$ cat src/rtl/pipe_hazard_ctrl_pkg.sv
// Shared constants for the pipeline hazard controller: stage indices, FSM encodings, stall/bubble patterns.
// Latency: n/a (constants only). Backpressure: n/a.
// Stall/bubble patterns are built from stage indices so they track any stage renumbering.
package pipe_hazard_ctrl_pkg;

    localparam int unsigned STG_IF  = 0;
    localparam int unsigned STG_ID  = 1;
    localparam int unsigned STG_EX  = 2;
    localparam int unsigned STG_MEM = 3;
    localparam int unsigned STG_WB  = 4;

    localparam logic [0:0] ST_RUN   = 1'b0;
    localparam logic [0:0] ST_DWAIT = 1'b1;

    localparam logic [4:0] STALL_FETCH = 5'b1 << STG_IF;
    localparam logic [4:0] BUB_FETCH   = 5'b1 << STG_ID;
    localparam logic [4:0] STALL_FLUSH = 5'b0;
    localparam logic [4:0] BUB_FLUSH   = 5'b1 << STG_ID;
    localparam logic [4:0] STALL_LOAD  = (5'b1 << STG_IF) | (5'b1 << STG_ID);
    localparam logic [4:0] BUB_LOAD    = 5'b1 << STG_EX;
    localparam logic [4:0] STALL_BR    = STALL_LOAD;
    localparam logic [4:0] BUB_BR      = BUB_LOAD;
    localparam logic [4:0] STALL_DWAIT = STALL_LOAD | (5'b1 << STG_EX) | (5'b1 << STG_MEM);
    localparam logic [4:0] BUB_DWAIT   = 5'b1 << STG_WB;
    localparam logic [4:0] BUB_RESET   = 5'b11111;

    typedef enum logic [2:0] {
        RULE_NONE,
        RULE_DWAIT,
        RULE_LOAD,
        RULE_BR,
        RULE_FLUSH,
        RULE_FETCH
    } hz_rule_e;

endpackage

$ cat src/rtl/pipe_hazard_ctrl_sat_counter.sv
// Saturating up-counter with synchronous clear; holds at all-ones instead of wrapping.
// Latency: count visible the cycle after inc. Backpressure: none.
module sat_counter #(
    parameter int W = 32
) (
    input  logic         clk,
    input  logic         rst,
    input  logic         inc,
    input  logic         clear,
    output logic [W-1:0] cnt
);

    always_ff @(posedge clk or negedge rst) begin
        if (!rst) begin
            cnt <= '0;
        end else if (clear) begin
            cnt <= '0;
        end else if (inc && (cnt != '1)) begin
            cnt <= cnt + 1'b1;
        end
    end

endmodule

$ cat src/rtl/pipe_hazard_ctrl.sv
// Stall/bubble generation for the 5-stage pipe, data-memory wait FSM with timeout, perf counters.
// Latency: stall/bubble combinational from inputs and FSM state. Backpressure: holds stages via stall.
// Counters saturate; timeout flag is sticky until reset.
module pipe_hazard_ctrl
    import pipe_hazard_ctrl_pkg::*;
#(
    parameter int REG_AW       = 5,
    parameter int CNT_W        = 32,
    parameter int DMEM_TIMEOUT = 255,
    parameter int ID_BRANCH    = 1
) (
    input  logic              clk,
    input  logic              rst,
    input  logic              imem_ready,
    input  logic              dmem_ready,
    input  logic [REG_AW-1:0] rs1_id,
    input  logic [REG_AW-1:0] rs2_id,
    input  logic              use_rs1_id,
    input  logic              use_rs2_id,
    input  logic              branch_id,
    input  logic              jal_id,
    input  logic              jalr_id,
    input  logic              pc_src_id,
    input  logic              reg_write_ex,
    input  logic              mem_read_ex,
    input  logic [REG_AW-1:0] rd_ex,
    input  logic              mem_read_mem,
    input  logic              mem_write_mem,
    input  logic [REG_AW-1:0] rd_mem,
    output logic [4:0]        stall,
    output logic [4:0]        bubble,
    output logic              dmem_timeout_err,
    output logic [CNT_W-1:0]  stall_cnt,
    output logic [CNT_W-1:0]  flush_cnt
);

    localparam int              WAIT_W    = $clog2(DMEM_TIMEOUT + 2);
    localparam bit              TO_EN     = (DMEM_TIMEOUT != 0);
    localparam logic [WAIT_W-1:0] TIMEOUT_V = WAIT_W'(DMEM_TIMEOUT);

    // x0 is hardwired zero, so it can never carry a real dependency.
    function automatic logic reg_hit(input logic [REG_AW-1:0] rd,
                                     input logic [REG_AW-1:0] rs,
                                     input logic              use_rs);
        return use_rs && (rs == rd) && (rd != '0);
    endfunction

    logic [0:0]        state;
    logic [WAIT_W-1:0] wait_cnt;
    logic              mem_acc;
    logic              abort_now;
    logic              hit_ex;
    logic              hit_mem;
    logic              br_ctrl;
    hz_rule_e          rule;
    logic [4:0]        stall_c;
    logic [4:0]        bubble_c;
    logic              flush_hit;
    logic              unused_jal;

    // jal has no register sources, so it never creates an ID-operand hazard.
    assign unused_jal = jal_id;

    assign mem_acc   = mem_read_mem | mem_write_mem;
    assign abort_now = TO_EN && (state == ST_DWAIT) && !dmem_ready && (wait_cnt == TIMEOUT_V);
    assign hit_ex    = reg_hit(rd_ex, rs1_id, use_rs1_id) | reg_hit(rd_ex, rs2_id, use_rs2_id);
    assign hit_mem   = reg_hit(rd_mem, rs1_id, use_rs1_id) | reg_hit(rd_mem, rs2_id, use_rs2_id);
    assign br_ctrl   = (ID_BRANCH != 0) && (branch_id || jalr_id);

    always_comb begin
        rule = RULE_NONE;
        if (mem_acc && !dmem_ready && !abort_now) begin
            rule = RULE_DWAIT;
        end else if (mem_read_ex && hit_ex) begin
            rule = RULE_LOAD;
        end else if (br_ctrl && ((reg_write_ex && hit_ex) || (mem_read_mem && hit_mem))) begin
            rule = RULE_BR;
        end else if (pc_src_id) begin
            rule = RULE_FLUSH;
        end else if (!imem_ready) begin
            rule = RULE_FETCH;
        end
    end

    always_comb begin
        stall_c   = '0;
        bubble_c  = '0;
        flush_hit = 1'b0;
        case (rule)
            RULE_DWAIT: begin stall_c = STALL_DWAIT; bubble_c = BUB_DWAIT; end
            RULE_LOAD:  begin stall_c = STALL_LOAD;  bubble_c = BUB_LOAD;  end
            RULE_BR:    begin stall_c = STALL_BR;    bubble_c = BUB_BR;    end
            RULE_FLUSH: begin stall_c = STALL_FLUSH; bubble_c = BUB_FLUSH; flush_hit = 1'b1; end
            RULE_FETCH: begin stall_c = STALL_FETCH; bubble_c = BUB_FETCH; end
            default:    begin stall_c = '0;          bubble_c = '0;        end
        endcase
    end

    // While reset is asserted every pipe register is forced to a NOP.
    assign stall  = rst ? stall_c  : 5'b0;
    assign bubble = rst ? bubble_c : BUB_RESET;

    always_ff @(posedge clk or negedge rst) begin
        if (!rst) begin
            state            <= ST_RUN;
            wait_cnt         <= '0;
            dmem_timeout_err <= 1'b0;
        end else if (state == ST_RUN) begin
            if (mem_acc && !dmem_ready) begin
                state    <= ST_DWAIT;
                wait_cnt <= WAIT_W'(1);
            end
        end else begin
            if (dmem_ready) begin
                state    <= ST_RUN;
                wait_cnt <= '0;
            end else if (abort_now) begin
                state            <= ST_RUN;
                wait_cnt         <= '0;
                dmem_timeout_err <= 1'b1;
            end else if (wait_cnt != '1) begin
                wait_cnt <= wait_cnt + 1'b1;
            end
        end
    end

    sat_counter #(.W(CNT_W)) u_stall_cnt (
        .clk   (clk),
        .rst   (rst),
        .inc   (stall_c != 5'b0),
        .clear (1'b0),
        .cnt   (stall_cnt)
    );

    sat_counter #(.W(CNT_W)) u_flush_cnt (
        .clk   (clk),
        .rst   (rst),
        .inc   (flush_hit),
        .clear (1'b0),
        .cnt   (flush_cnt)
    );

endmodule

$ cat config.mk
export PLATFORM = sky130hd
export DESIGN_NAME = pipe_hazard_ctrl
export DESIGN_NICKNAME = d
export VERILOG_FILES = /design/src/rtl/pipe_hazard_ctrl_pkg.sv /design/src/rtl/pipe_hazard_ctrl_sat_counter.sv /design/src/rtl/pipe_hazard_ctrl.sv
export SDC_FILE = /design/constraint.sdc
export NUM_CORES = 1
export LEC_CHECK = 0
export CORE_MARGIN = 2
export CORE_UTILIZATION = 49
export CTS_CLUSTER_DIAMETER = 120
export CTS_CLUSTER_SIZE = 24
export DETAILED_ROUTE_END_ITERATION = 6
export GPL_TIMING_DRIVEN = 0
export PLACE_DENSITY = 0.81
export SLEW_MARGIN = 15
export SYNTH_ARGS = -nofsm -noshare
export SYNTH_HDL_FRONTEND = slang
export SYNTH_SLANG_ARGS = --single-unit
$ cat constraint.sdc
create_clock -name clk -period 2.5 [get_ports clk]
set_input_delay 0.5 -clock clk [delete_from_list [all_inputs] [get_ports clk]]
set_output_delay 0.5 -clock clk [all_outputs]
set_load 0.01 [all_outputs]
==> metrics.cfg <==
[sta]
hold_viol_final = 0
final.setup.worst_slack_ps = -79.3
final_max_slew_viol_count = 0
period_needed_ps = 2580
maxSlewHeadroom_pct = 60.8
fin_crit_sh_pct = 103
rsz0062_at_grt = true
setup_violations = 3
fin_worst_skew_ps = 8.22
worst_pin_slew_ps = 588
clock.fmax_ghz = 0.388

[grt]
grtUsageTotal_pct = 24.6
grt_pass1_wl_um = 17200
use_met2_pct = 40.1
antenna_found_initial = 0
grtUsageMet3_pct = 5.27
grt-ovfl-total = 0
busiest_layer = met2
grt_pass1_vias = 3538
grt_max_degree = 45
use_met1_pct = 31.3

[power]
swShare_pct = 30.6
seqPwrFrac_pct = 44.9
powerDensity_nw_per_um2 = 597
p_comb_share_pct = 24.3
p_int_mw = 2.35
p_sw_mw = 1.03
leakagePower_nw = 2.52
ir_worst_vdd_v = 0.000782
p_clk_share_pct = 30.8

[clocking]
cts.sinks = 75
clockBufferDepth = 2
cts_tree = built
cts.reportedPaths.clkPinSlew_ps = 80
clk_latency_ps = 360
cts_root_buffer = clkbuf_8
numCtsBuffers = 9
htreeDepth = 3
holdBufCountCts = 0

[final_layout]
area_growth_pct = 40.0
final_cell_mix = 75 x dfrtp_1, 74 x clkdlybuf4s50_1, 52 x xnor2_1, 33 x xor2_1, 32 x nand2_1
utilization_pct = 69.9
drive_gt1_share_pct = 15.5
mostFrequentLayoutCell = dfrtp_1
fin_cells = 648
nNetsFinal = 575
num_antenna_cells = 0

[worst_setup_path]
crit_buf_inv = 3
cp.required_ps = 2000
path_cells = buf_8 > or4_1 > o22a_1 > buf_6 > a22o_4 > nor2_4 > nor2_1 > buf_2
crit_path_end_kind = output pin
worstReg2RegStart = wait_cnt[5]$_DFFE_PN0P_
worstRegToRegCells = 9
max_stage_delay_ps = 510
path_max_fanout = 3
startpoint_type = input pin
slowest_stage = or4_1
crit_type = in -> out
worstReg2RegEnd = u_flush_cnt.cnt[27]$_DFFE_PN0P_
r2r_slack_ps = 140
worst_ep_arrival_time_ps = 2080
path_delay_family = simple AND/OR/NAND/NOR gates

[status]
violations = negative setup slack
status = finished, violations left

[placement]
dp_hpwl_um = 7450
dp_cells = 613
io_buffers = 106
place_congestion = 0.858

[routing]
drt-initial-drc-count = 137
drc = 0
drt_wl_total_um = 10600
post_drt_wl_per_cell_um = 16.3
final_antenna_net_count = 0
viasPerCell = 5.45
drt_pass1_iterations = 4
via_count = 3531

[synthesis]
synth_edf_count = 0
synth_warnings = 0
synth_fp_nets = 438
netlist-cell-type-count = 47
ys_seq_area_share_pct = 46.4
ys_ff_latch = 75
netlist_area_um2 = 4040
avgSynthCellArea_um2 = 10.1
async_flop_share_pct = 100
synth_cells = 401
ys.flop_type = dfrtp_1

[floorplanning]
die_x_um = 94.8
die_height_um = 94.8
start_util_pct = 50.0
dieArea_um2 = 9000
pin_count = 109
rows = 33
coreArea_um2 = 8090

[run]
drv_cap = 0

[worst_hold_path]
min_path_type = in -> async

==> worst reg2reg max path, delay by kind of cell (launching register included) <==
| kind | cells | cell delay, ps |
|---|---|---|
| DFF | 1 | 410 |
| and+or+nand+nor | 4 | 980 |
| AOI/OAI and AO/OA | 2 | 440 |
| buffers and inverters | 2 | 290 |
| xor gates and xnor gates | 1 | 160 |
==> how the worst max path moves through the flow <==
| stage | startpoint | to | slack (ps) | cells past startpoint |
|---|---|---|---|---|
| 6_report | rd_ex[2] | stall[0] | -80 | 8 |
| 5_1_grt | rd_ex[2] | stall[0] | -120 | 8 |
| 4_1_cts | rd_ex[2] | bubble[1] | -60 | 7 |
| 3_5_place_dp | rd_ex[1] | bubble[1] | -1150 | 7 |
| 3_3_place_gp | rst | stall[3] | -2870 | 5 |
| 2_1_floorplan | rd_ex[1] | bubble[1] | 30 | 5 |
==> routing by layer <==
layer  share of wire [%]  up-vias
met4                 2.5        0
met1                  43     1714
met5                   0        -
li1                    -     1675
met3                 5.0       25
met2                  50      117
==> timing repair <==
item | CTS | global route
buffers inserted | 11 | 8
setup endpoints to repair | 46 | 29
pin swaps | 10 | 12
gates resized for setup | 77 | 12
==> power by group through the flow <==
stage / Sequential [mW] / Clock [mW] / Combinational (mW)
after floorplan: 1.56 / 0 / 0.323
after global placement: 1.53 / 0 / 0.774
after detailed placement: 1.54 / 0 / 0.797
after CTS: 1.52 / 1.05 / 0.816
after global routing: 1.54 / 1.10 / 0.893
final: 1.52 / 1.04 / 0.822
==> cells in the mapped netlist, drive strengths merged (4+ instances only) <==
master	n	area (um2)
nand2	34	135
nor4	13	100
and3	14	87.6
dfrtp	75	1880
mux2	4	45.0
nand4	24	156
a21oi	5	25.0
buf	10	82.6
xnor2	52	455
inv	13	48.8
nand3	31	170
nor3	23	125
nor2	26	105
xor2	33	289
o21ai	8	40.0
and4	5	43.8
==> cell families (layout without fill, tap and decap cells) <==
| family | after synthesis | count (layout) | share of synthesized area, % |
|---|---|---|---|
| xor+xnor | 85 | 85 | 18.4 |
| fa+ha+maj | 3 | 3 | 0.928 |
| buf+inv | 25 | 167 | 3.43 |
| mux | 4 | 4 | 1.11 |
| compound gates | 26 | 26 | 4.73 |
| flops | 75 | 75 | 46.4 |
| other cells | 1 | 1 | 0.0927 |
| simple gates | 182 | 182 | 24.9 |
==> state kept, by name (all words and copies together) (netlist names) <==
| signal | cells |
|---|---|
| u_flush_cnt.cnt | 32 |
| dmem_timeout_err | 1 |
| wait_cnt | 9 |
| u_stall_cnt.cnt | 32 |
| state | 1 |
==> area by class of cell <==
class                      count  area, um2
buffer                        12       90.1
clock buffer                  10        128
clock inverter                 6       88.8
fill                         617       2430
inverter                      13       48.8
multi-input combinational    301       2110
sequential                    75       1880
tap                          105        131
timing repair buffer         126       1190
==> stage by stage <==
step                      setup WS, ps  hold WS [ps]  power [mW]  instance area, um2  TNS, ps
after floorplan                   34.7           204        1.88                4040        0
after global placement           -2870           442        2.31                5240  -171490
final                            -79.3          21.7        3.38                5660     -133
after CTS                        -58.7          32.7        3.38                5570    -58.7
after detailed placement         -1150           451        2.34                5250   -25630
after global routing              -120          51.8        3.54                5660     -435
Note: power is estimated with default switching activity, not from simulation.
